## src/rtl/ttl245_bus_sequencer.sv

```systemverilog
// ttl245_bus_sequencer
//  Upstream controller for an octal 74LS245 bus transceiver. Accepts single-byte read/write
//  requests, sequences the transceiver's DIR and OE_n with a turnaround dead time on every
//  direction change, drives the A-side bus during writes and captures it during reads.
//
// Ports
//  clk      in   1  single clock, rising edge
//  reset    in   1  synchronous, active-high reset
//  req      in   1  transfer request, sampled only while idle
//  wr       in   1  1 = write (A->B), 0 = read (B->A); sampled with req
//  wdata    in   8  write data; sampled with req
//  busy     out  1  transfer in progress
//  ack      out  1  one-cycle completion pulse
//  rd_data  out  8  captured read data, held until the next read completes
//  DIR      out  1  transceiver direction, 1 = A to B
//  OE_n     out  1  transceiver output enable, active low
//  a_out    out  8  value driven onto the A-side bus
//  a_oe     out  1  A-side tri-state enable for a_out
//  a_in     in   8  A-side bus as seen by this block

module ttl245_bus_sequencer #(
  parameter int unsigned SETTLE_CYCLES     = 4,
  parameter int unsigned TURNAROUND_CYCLES = 2
) (
  input  logic       clk,
  input  logic       reset,
  input  logic       req,
  input  logic       wr,
  input  logic [7:0] wdata,
  output logic       busy,
  output logic       ack,
  output logic [7:0] rd_data,
  output logic       DIR,
  output logic       OE_n,
  output logic [7:0] a_out,
  output logic       a_oe,
  input  logic [7:0] a_in
);

  localparam int unsigned MaxCycles = (SETTLE_CYCLES > TURNAROUND_CYCLES) ?
                                      SETTLE_CYCLES : TURNAROUND_CYCLES;
  localparam int unsigned CntW = (MaxCycles > 1) ? $clog2(MaxCycles) : 1;

  // Counters load N-1 on state entry and the state exits when they reach zero.
  localparam logic [CntW-1:0] SettleLoad = CntW'(SETTLE_CYCLES - 1);
  localparam logic [CntW-1:0] TurnLoad   = CntW'(TURNAROUND_CYCLES - 1);

  typedef enum logic [1:0] {
    StIdle,
    StTurn,
    StSettle,
    StDone
  } state_e;

  state_e          state_q, state_d;
  logic [CntW-1:0] cnt_q, cnt_d;
  logic            dir_q, dir_d;
  logic            wr_q, wr_d;
  logic [7:0]      a_out_q, a_out_d;
  logic [7:0]      rd_data_q, rd_data_d;
  logic            oe_n_q, oe_n_d;
  logic            a_oe_q, a_oe_d;
  logic            ack_q, ack_d;
  logic            busy_q, busy_d;
  logic            xfer_on;

  always_comb begin
    state_d   = state_q;
    cnt_d     = cnt_q;
    dir_d     = dir_q;
    wr_d      = wr_q;
    a_out_d   = a_out_q;
    rd_data_d = rd_data_q;

    unique case (state_q)
      StIdle: begin
        if (req) begin
          wr_d    = wr;
          a_out_d = wdata;
          // DIR only ever moves here, while OE_n is still high.
          if (wr != dir_q) begin
            dir_d   = wr;
            state_d = StTurn;
            cnt_d   = TurnLoad;
          end else begin
            state_d = StSettle;
            cnt_d   = SettleLoad;
          end
        end
      end
      StTurn: begin
        if (cnt_q == '0) begin
          state_d = StSettle;
          cnt_d   = SettleLoad;
        end else begin
          cnt_d = cnt_q - 1'b1;
        end
      end
      StSettle: begin
        if (cnt_q == '0) begin
          state_d = StDone;
          cnt_d   = '0;
          if (!wr_q) begin
            rd_data_d = a_in;
          end
        end else begin
          cnt_d = cnt_q - 1'b1;
        end
      end
      StDone: begin
        state_d = StIdle;
        cnt_d   = '0;
      end
      default: begin
        state_d = StIdle;
        cnt_d   = '0;
      end
    endcase

    // Outputs are decoded from the next state and registered, so the pins are glitch-free
    // while still changing in the same cycle as the state.
    xfer_on = (state_d == StSettle) || (state_d == StDone);
    oe_n_d  = !xfer_on;
    a_oe_d  = xfer_on && dir_d;
    ack_d   = (state_d == StDone);
    busy_d  = (state_d != StIdle);
  end

  always_ff @(posedge clk) begin
    if (reset) begin
      state_q   <= StIdle;
      cnt_q     <= '0;
      dir_q     <= 1'b0;
      wr_q      <= 1'b0;
      a_out_q   <= 8'h00;
      rd_data_q <= 8'h00;
      oe_n_q    <= 1'b1;
      a_oe_q    <= 1'b0;
      ack_q     <= 1'b0;
      busy_q    <= 1'b0;
    end else begin
      state_q   <= state_d;
      cnt_q     <= cnt_d;
      dir_q     <= dir_d;
      wr_q      <= wr_d;
      a_out_q   <= a_out_d;
      rd_data_q <= rd_data_d;
      oe_n_q    <= oe_n_d;
      a_oe_q    <= a_oe_d;
      ack_q     <= ack_d;
      busy_q    <= busy_d;
    end
  end

  assign busy    = busy_q;
  assign ack     = ack_q;
  assign rd_data = rd_data_q;
  assign DIR     = dir_q;
  assign OE_n    = oe_n_q;
  assign a_out   = a_out_q;
  assign a_oe    = a_oe_q;

endmodule
```

## config.mk

```make
export PLATFORM = sky130hd
export DESIGN_NAME = ttl245_bus_sequencer
export DESIGN_NICKNAME = d
export VERILOG_FILES = /design/src/rtl/ttl245_bus_sequencer.sv
export SDC_FILE = /design/constraint.sdc
export NUM_CORES = 1
export LEC_CHECK = 0
export CORE_ASPECT_RATIO = 1.5
export CORE_UTILIZATION = 42
export DETAILED_ROUTE_END_ITERATION = 8
export PLACE_DENSITY = 0.77
export SLEW_MARGIN = 40
export SYNTH_ARGS = -nofsm -noshare
export SYNTH_HDL_FRONTEND = slang
export SYNTH_SLANG_ARGS = --single-unit
```

## constraint.sdc

```tcl
create_clock -name clk -period 1.5 [get_ports clk]
set_input_delay 0.225 -clock clk [delete_from_list [all_inputs] [get_ports clk]]
set_output_delay 0.225 -clock clk [all_outputs]
set_load 0.05 [all_outputs]
```

; Word level (Yosys, flattened, before mapping)
; Index checks and enable logic that the tools add are counted.
[op_classes]
eq_ne = 7
add_sub_neg = 1
reduce_logical = 8
bitwise = 1
mux = 13
[op_table]
columns = cell, count
row1 = 2-to-1 mux 2 bit, 8
row2 = case mux 2 bit (4 select lines), 2
row3 = equality test 2 bit (second input constant), 4
row4 = logical NOT 2 bit, 2
row5 = 2-to-1 mux 1 bit, 3
row6 = AND reduction 3 bit, 1
row7 = equality test 2 x 1 -> 1 bit (second input constant), 1
row8 = inequality test 2 bit (second input constant), 1
row9 = AND reduction 2 bit, 1
row10 = nonzero test 2 bit, 1
row11 = subtractor 2 x 1 -> 2 bit (second input constant), 1
row12 = logical AND 1 bit, 1
row13 = logical NOT 1 bit, 1
row14 = logical OR 1 bit, 1
row15 = inequality test 1 bit, 1
row16 = inverter 1 bit, 1
[word_totals]
elab_cells = 40
out_inout_bits = 21
inputBits = 20
register_bits = 26

; Longest topological paths before layout
; Gate-level depths: netlist of the first run.
[depth]
ltp_word = 7
mapped_depth = 6
depth_no_buf = 5

; Worst setup path before layout of the first run
; Ideal clock, no wire load.
[synth_timing]
path_kind = reg-to-reg
startpoint = register cnt_q[0]
endpoint = register rd_data_q[1] (netlist: rd_data[1])
path_stages_with_launch = 7
setup_time_ns = 0.128
synth_period_minus_slack_ns = 1.335
path_buffers = 1
required_ns = 1.372
slack_ns = 0.165
t_arrival_ns = 1.207
path_cell_list = dfxtp_1 inv_1 ha_1 and4bb_2 buf_6 mux2i_1 nor2_1
[synth_via]
elab_chain_len = 2
[synth_rtl]
columns = item, line
row1 = start: declaration, 56  ; logic [CntW-1:0] cnt_q, cnt_d;
row2 = start signal: assignment, 143  ; cnt_q <= cnt_d;
row3 = logical NOT 2 bit, 100  ; if (cnt_q == '0) begin
row4 = AND reduction 3 bit (no source line), --
row5 = end signal: assignment, 147  ; rd_data_q <= rd_data_d;
row6 = end: declaration, 60  ; logic [7:0] rd_data_q, rd_data_d;
; No other way between the ends.
; A chain may end at the register's enable or synchronous reset.

; Worst setup path in the final report of the first run
[layout_timing]
startpoint = register cnt_q[0]
endpoint = register rd_data_q[6] (netlist: rd_data[6])
; Same word-level chain as after synthesis.

==> results.rst, run 1 <==
.. list-table::
   :header-rows: 1

   * - Metric
     - Value
   * - Status
     - completed
   * - Yosys warning total
     - 0
   * - Startpoint-to-endpoint class of the critical path
     - register to register
   * - First-pass GRT wire length
     - 3.44 mm
   * - Nets in the synthesized netlist
     - 125
   * - Arrival time at the worst endpoint
     - 1590 ps
   * - Post-detailed-route wirelength per cell
     - 12.8 um
   * - Share of layout cells above drive strength 1
     - 24.7%
   * - Capture point of the worst path
     - rd_data[6]
   * - Endpoints failing hold
     - 0
   * - Cell area after technology mapping
     - 1060 um2
   * - Cells taking the most area after synthesis
     - sky130_fd_sc_hd__dfxtp_1 (49%), sky130_fd_sc_hd__mux2i_1 (15%), sky130_fd_sc_hd__nor2_1 (5.7%), sky130_fd_sc_hd__ha_1 (3.5%), sky130_fd_sc_hd__o311a_1 (1.9%)
   * - Area post-placement
     - 1470 um2
   * - Setup tns final
     - 0 ps
   * - Horizontal die dimension
     - 43.0 um
   * - Top cells by count, synth
     - sky130_fd_sc_hd__dfxtp_1 (26), sky130_fd_sc_hd__mux2i_1 (16), sky130_fd_sc_hd__nor2_1 (16)
   * - H-tree Lvls
     - 1
   * - Buffer type at the clock tree root
     - sky130_fd_sc_hd__clkbuf_4
   * - Clock tree from TritonCTS
     - done
   * - Leak pwr
     - 0.645 nW
   * - Vias in the first global route
     - 816
   * - Max capacitance violation total
     - 0
   * - Power density normalized to cell area
     - 1260 nW/um2
   * - Maximum fanout count along the critical path
     - 8
   * - Worst R2R Path Depth
     - 5
   * - Number of hold buffers added after cts
     - 0
   * - Unrepaired setup endpoints after global routing
     - false
   * - Gr ovfl total
     - 0
   * - Maximum number of pins on one net before global-route repair
     - 26
   * - Minimum clock period after layout
     - 1370 ps
   * - Site row count
     - 21
   * - Total routing resource utilization after global routing
     - 16.1%
   * - Top-count cell post-synth
     - sky130_fd_sc_hd__dfxtp_1
   * - Clock Path Buffers
     - 2
   * - Place WS
     - 12.7 ps
   * - Dominant register cell in the synthesized netlist
     - sky130_fd_sc_hd__dfxtp_1
   * - Tightest hold margin
     - 478 ps
   * - Final wirelength
     - 2.16 mm
   * - Synthesized area per cell
     - 10.4 um2
   * - Endpoint type of the worst setup path
     - register
   * - Effective utilization at floorplan
     - 45.8%
   * - Ports
     - 41
   * - Final GP Congestion
     - 0.785
   * - Die Ht
     - 63.5 um
   * - Final Cell Area
     - 1510 um2
   * - Max-slew violations
     - 0
   * - Clock sink total
     - 26
   * - DR pass1 iterations
     - 4
   * - Final Cycle Share
     - 91.3%
   * - Starting DRT DRC Count
     - 18
   * - Post-synth top area cell
     - sky130_fd_sc_hd__dfxtp_1
   * - Area share of the largest cell type after synthesis
     - 49.2%
   * - Count of vias placed by the detailed router
     - 877
   * - Setup slack of the most critical reg-to-reg path
     - 130 ps
   * - Post-synth EDFFs
     - 0
   * - Post-DRT Antenna Nets
     - 0
   * - Insertion delay of the later-clocked pin in the worst-skew pair
     - 320 ps
   * - Class of the tightest hold or removal check
     - register to register
   * - Final clock skew
     - 6.28 ps
   * - Inserted Diodes
     - 0
   * - Share of async-settable or async-resettable flops after synthesis
     - 0%
   * - Kind of start point of the critical path
     - register
   * - Placed wire-length estimate
     - 1.63 mm
   * - Post-route DRC
     - 0
   * - Peak supply drop
     - 0.820 mV
   * - Reg clk slew, reported paths
     - 130 ps
   * - Cell count after synthesis
     - 102
   * - Antenna violations before repair
     - 0
   * - Worst flop-to-flop path endpoint
     - rd_data[6]
   * - Layout fillers
     - 212
   * - Count of buffers inserted at the top-level ports
     - 40
   * - Floorplan core area
     - 2310 um2
   * - Post-synthesis sequential area ratio
     - 49.2%
   * - Startpoint of the lowest-slack register-to-register path
     - cnt_q[0]
   * - Final cell utilization of the core
     - 65.3%
   * - Worst slew slack as a fraction of its limit
     - 78.7%
   * - Required @ worst endpoint
     - 1730 ps
   * - Die footprint
     - 2730 um2
   * - Via/cell ratio
     - 5.19
   * - Syn-to-layout area delta
     - 42.7%
   * - Post-cts resize count
     - 0
   * - Clock buffers created by TritonCTS
     - 3
   * - Worst setup path startpoint
     - cnt_q[0]
   * - Register bit total from synthesis
     - 26
   * - Number of library cell types mapped by synthesis
     - 29
   * - Final worst-path setup slack
     - 131 ps
   * - Worst Tran Pin Value
     - 312 ps
   * - Finish-stage setup viols
     - 0
   * - Number of buffers inserted to repair setup after CTS
     - 0
   * - Total number of nets in the final design
     - 170
   * - Peak Freq
     - 731 MHz
report_power, final:
part / switching (mW) / internal (mW)
logic: 0.412 / 0.304
clock network: 0.198 / 0.149
registers: 0.0592 / 0.775
total: 0.669 / 1.23
metal layers:
layer | part of all wire, % | vias to the layer above | routed length (um) | track usage [%]
li1 | - | 439 | - | -
met1 | 39 | 413 | 850 | 17.0
met2 | 55 | 21 | 1190 | 29.9
met3 | 3.0 | 4 | 64 | 1.72
met4 | 2.5 | 0 | 53 | 8.33
met5 | 0 | - | 0 | 0
registers in the layout, indices dropped and copies added, names as in the netlist, 2 cells and up:
register,count
state_q,2
rd_data,8
cnt_q,2
a_out,8
cell usage in the layout, fill, tap and decap left out, types with 2 or more instances in the layout:
master and instances:
sky130_fd_sc_hd__mux2i_1 16, sky130_fd_sc_hd__a211oi_1 2, sky130_fd_sc_hd__ha_1 3, sky130_fd_sc_hd__nor2_1 16
sky130_fd_sc_hd__nor3_1 3, sky130_fd_sc_hd__inv_1 4, sky130_fd_sc_hd__a21oi_1 3, sky130_fd_sc_hd__buf_4 26
sky130_fd_sc_hd__o311a_1 2, sky130_fd_sc_hd__dfxtp_1 26, sky130_fd_sc_hd__clkbuf_4 3, sky130_fd_sc_hd__nand2_1 3
sky130_fd_sc_hd__nand2b_1 2, sky130_fd_sc_hd__buf_12 2, sky130_fd_sc_hd__nor2b_1 2, sky130_fd_sc_hd__clkdlybuf4s50_1 19
worst max-delay path: stages (launching register included):
cell	delay, ps
sky130_fd_sc_hd__dfxtp_1	340
sky130_fd_sc_hd__inv_1	110
sky130_fd_sc_hd__ha_1	200
sky130_fd_sc_hd__and4bb_4	360
sky130_fd_sc_hd__mux2i_1	220
sky130_fd_sc_hd__nor2_1	50
cell families after synthesis:
kind of cell             count (synthesis)  synth area share, %
AO/OA/AOI/OAI                           14                 10.2
XOR/XNOR                                 1                 1.54
adder cells (fa/ha/maj)                  3                 3.55
buffers and inverters                   11                 5.44
flip-flops                              26                 49.2
multiplexers                            16                 15.1
AND/OR/NAND/NOR                         31                 15.0
area by class of cell:
| type | instances | area, um2 | area share [%] |
|---|---|---|---|
| flip-flops and latches | 26 | 520 | 34.5 |
| repair buffers | 47 | 425 | 28.2 |
| multi-input cells | 65 | 484 | 32.1 |
| well taps | 23 | 28.8 | 1.91 |
| inverters | 4 | 15.0 | 0.994 |
| clock buffers | 4 | 36.3 | 2.40 |
worst min-delay path by stage:
stage,slack (ps),start,endpoint,depth (start not counted)
after detailed placement,460,wr_q,wr_q,2
after CTS,480,wr_q,wr_q,2
after global placement,460,wr_q,wr_q,2
final,480,wr_q,wr_q,2
after global routing,490,wr_q,wr_q,2
after floorplan,370,a_in[0],rd_data[0],2
stage by stage:
step / cells / power, mW
floorplan: 102 / 1.33
global placement: 165 / 1.55
detailed placement: 165 / 1.57
CTS: 169 / 1.92
global route: 169 / 2.00
finish: 169 / 1.90
Note: power is estimated with default switching activity, not from simulation.
==> run 2, diff against run 1 <==
CORE_UTILIZATION = 38   (was 42)
PLACE_DENSITY = 0.74   (was 0.77)
clock period = 1.2 ns   (was 1.5 ns; I/O delays follow)
==> results.rst, run 2 (synthesized netlist as in run 1, its figures left out) <==
.. list-table::
   :header-rows: 1

   * - Metric
     - Value
   * - Status
     - finished, violations left (was completed)
   * - Violations in the final reports
     - setup timing
   * - Endpoints failing hold
     - 0 (unchanged)
   * - Count of vias placed by the detailed router
     - 939 (was 877)
   * - Clock buffers created by TritonCTS
     - 3 (unchanged)
   * - Maximum fanout count along the critical path
     - 8 (unchanged)
   * - Inserted Diodes
     - 0 (unchanged)
   * - Post-route non-filler standard cell count
     - 196 (was 169)
   * - Unrepaired setup endpoints after global routing
     - true (was false)
   * - Post-route DRC
     - 0 (unchanged)
   * - Endpoint type of the worst setup path
     - register (unchanged)
   * - Sequential share of power
     - 35.7% (was 44.0%)
   * - Arrival time at the worst endpoint
     - 1470 ps (was 1590 ps)
   * - Startpoint-to-endpoint class of the critical path
     - register to register (unchanged)
   * - Share of layout cells above drive strength 1
     - 37.7% (was 24.7%)
   * - Die footprint
     - 3010 um2 (was 2730 um2)
   * - Clock tree from TritonCTS
     - done (unchanged)
   * - Max-slew violations
     - 0 (unchanged)
   * - Buffer type at the clock tree root
     - sky130_fd_sc_hd__clkbuf_8 (was sky130_fd_sc_hd__clkbuf_4)
   * - Maximum number of pins on one net before global-route repair
     - 16 (was 26)
   * - Final wirelength
     - 2.54 mm (was 2.16 mm)
   * - Net Switching
     - 965 uW (was 669 uW)
   * - Total routing resource utilization after global routing
     - 18.3% (was 16.1%)
   * - Final cell utilization of the core
     - 74.1% (was 65.3%)
   * - Horizontal die dimension
     - 45.1 um (was 43.0 um)
   * - H-tree Lvls
     - 1 (unchanged)
   * - Clock Path Buffers
     - 2 (unchanged)
   * - Reg clk slew, reported paths
     - 90 ps (was 130 ps)
   * - Power Internal
     - 2.11 mW (was 1.23 mW)
   * - Power density normalized to cell area
     - 1570 nW/um2 (was 1260 nW/um2)
   * - Floorplan core area
     - 2650 um2 (was 2310 um2)
   * - Die Ht
     - 66.6 um (was 63.5 um)
   * - Worst Tran Pin Value
     - 387 ps (was 312 ps)
   * - Most frequent cells in the layout
     - sky130_fd_sc_hd__buf_12 (22), sky130_fd_sc_hd__dfxtp_1 (21), sky130_fd_sc_hd__clkdlybuf4s50_1 (18) (was sky130_fd_sc_hd__dfxtp_1 (26), sky130_fd_sc_hd__buf_4 (26), sky130_fd_sc_hd__clkdlybuf4s50_1 (19))
   * - Site row count
     - 23 (was 21)
   * - Setup slack of the most critical reg-to-reg path
     - -100 ps (was 130 ps)
   * - Peak Freq
     - 771 MHz (was 731 MHz)
   * - Overall power of the completed layout
     - 3.07 mW (was 1.90 mW)
   * - Class of the tightest hold or removal check
     - input pin to register (was register to register)
   * - Ports
     - 41 (unchanged)
   * - Count of buffers inserted at the top-level ports
     - 40 (unchanged)
   * - Starting DRT DRC Count
     - 11 (was 18)
   * - Final Cycle Share
     - 108% (was 91.3%)
   * - Leak pwr
     - 0.797 nW (was 0.645 nW)
   * - Finish-stage setup viols
     - 11 (was 0)
   * - Final GP Congestion
     - 0.780 (was 0.785)
   * - Gr ovfl total
     - 0 (unchanged)
   * - Peak supply drop
     - 1.34 mV (was 0.820 mV)
   * - Clock network fraction of total power
     - 23.2% (was 18.3%)
   * - Minimum clock period after layout
     - 1300 ps (was 1370 ps)
   * - Total number of nets in the final design
     - 183 (was 170)
   * - Final worst-path setup slack
     - -97.4 ps (was 131 ps)
   * - Post-DRT Antenna Nets
     - 0 (unchanged)
   * - Switching power as a share of total power
     - 31.4% (was 35.3%)
   * - Placed wire-length estimate
     - 1.81 mm (was 1.63 mm)
   * - Insertion delay of the later-clocked pin in the worst-skew pair
     - 270 ps (was 320 ps)
   * - Hold-critical path depth
     - 4 (was 2)
   * - Kind of start point of the critical path
     - register (unchanged)
   * - Final Cell Area
     - 1960 um2 (was 1510 um2)
   * - Required @ worst endpoint
     - 1370 ps (was 1730 ps)
   * - Effective utilization at floorplan
     - 40.0% (was 45.8%)
   * - DR pass1 iterations
     - 4 (unchanged)
   * - Vias in the first global route
     - 968 (was 816)
   * - Tightest hold margin
     - 499 ps (was 478 ps)
   * - Min-Delay Endpoint
     - state_q[0] (was wr_q)
   * - Cell total after placement
     - 189 (was 165)
   * - Max capacitance violation total
     - 0 (unchanged)
   * - Number of hold buffers added after cts
     - 0 (unchanged)
   * - Worst flop-to-flop path endpoint
     - rd_data[5] (was rd_data[6])
   * - Startpoint of the lowest-slack register-to-register path
     - cnt_q[0] (unchanged)
   * - Worst slew slack as a fraction of its limit
     - 73.5% (was 78.7%)
   * - Via/cell ratio
     - 4.79 (was 5.19)
   * - First-pass GRT wire length
     - 4.08 mm (was 3.44 mm)
   * - Post-detailed-route wirelength per cell
     - 13.0 um (was 12.8 um)
   * - Worst R2R Path Depth
     - 6 (was 5)
   * - Final clock skew
     - 4.78 ps (was 6.28 ps)
   * - Area post-placement
     - 1830 um2 (was 1470 um2)
   * - Startpoint of the lowest-slack hold path
     - req (was wr_q)
   * - Antenna violations before repair
     - 0 (unchanged)
   * - Syn-to-layout area delta
     - 85.3% (was 42.7%)
   * - Clock sink total
     - 26 (unchanged)
   * - Part of the power in combinational logic
     - 41.1% (was 37.7%)
   * - Most frequent standard cell in the layout excluding fill and tap cells
     - sky130_fd_sc_hd__buf_12
run 2: worst max-delay path: stages (launching register included):
cell and delay (ps):
sky130_fd_sc_hd__dfxtp_2 330, sky130_fd_sc_hd__inv_2 70, sky130_fd_sc_hd__ha_4 130, sky130_fd_sc_hd__and4bb_2 260, sky130_fd_sc_hd__buf_12 140, sky130_fd_sc_hd__mux2i_4 210, sky130_fd_sc_hd__nor2_1 60
run 2: worst max-delay path by stage:
stage	start	end	depth (start not counted)	slack [ps]
CTS	cnt_q[0]	rd_data[5]	6	-90
finish	cnt_q[0]	rd_data[5]	6	-100
global route	cnt_q[0]	cnt_q[0]	6	-160
global placement	req	a_out[0]	5	-210
detailed placement	req	a_out[4]	5	-250
floorplan	cnt_q[0]	rd_data[1]	6	-30
run 2: final cells by class:
type	count	area, um2
Timing Repair Buffer	60	783
Fill cell	202	686
Sequential cell	26	529
Multi-Input combinational cell	65	517
Tap cell	37	46.3
Clock buffer	3	41.3
Clock inverter	1	30.0
Inverter	4	15.0
run 2: layer usage:
layer | part of all wire (%) | global-route usage (%)
met1 | 38 | 21.2
met2 | 57 | 31.7
met3 | 3.4 | 3.25
met4 | 0.75 | 7.95
met5 | 0 | 0
run 2: power by group through the flow:
stage	logic [mW]	clock network [mW]	registers, mW
floorplan	0.387	0	1.30
global placement	1.15	0	1.09
detailed placement	1.18	0	1.10
CTS	1.20	0.728	1.08
global route	1.34	0.769	1.11
finish	1.26	0.712	1.10
run 2: through the flow:
stage | setup WS [ps] | TNS, ps
after floorplan | -33.7 | -270
final | -97.4 | -662
after global routing | -158 | -1670
after detailed placement | -249 | -3330
after CTS | -93.6 | -484
after global placement | -210 | -2690
run 2: timing repair:
action                                  CTS  global route
endpoints found under the setup margin   10            20
buffers inserted                          1             3
cloned                                    0             1
gates resized for setup                   2            12
pin swaps                                 1            10
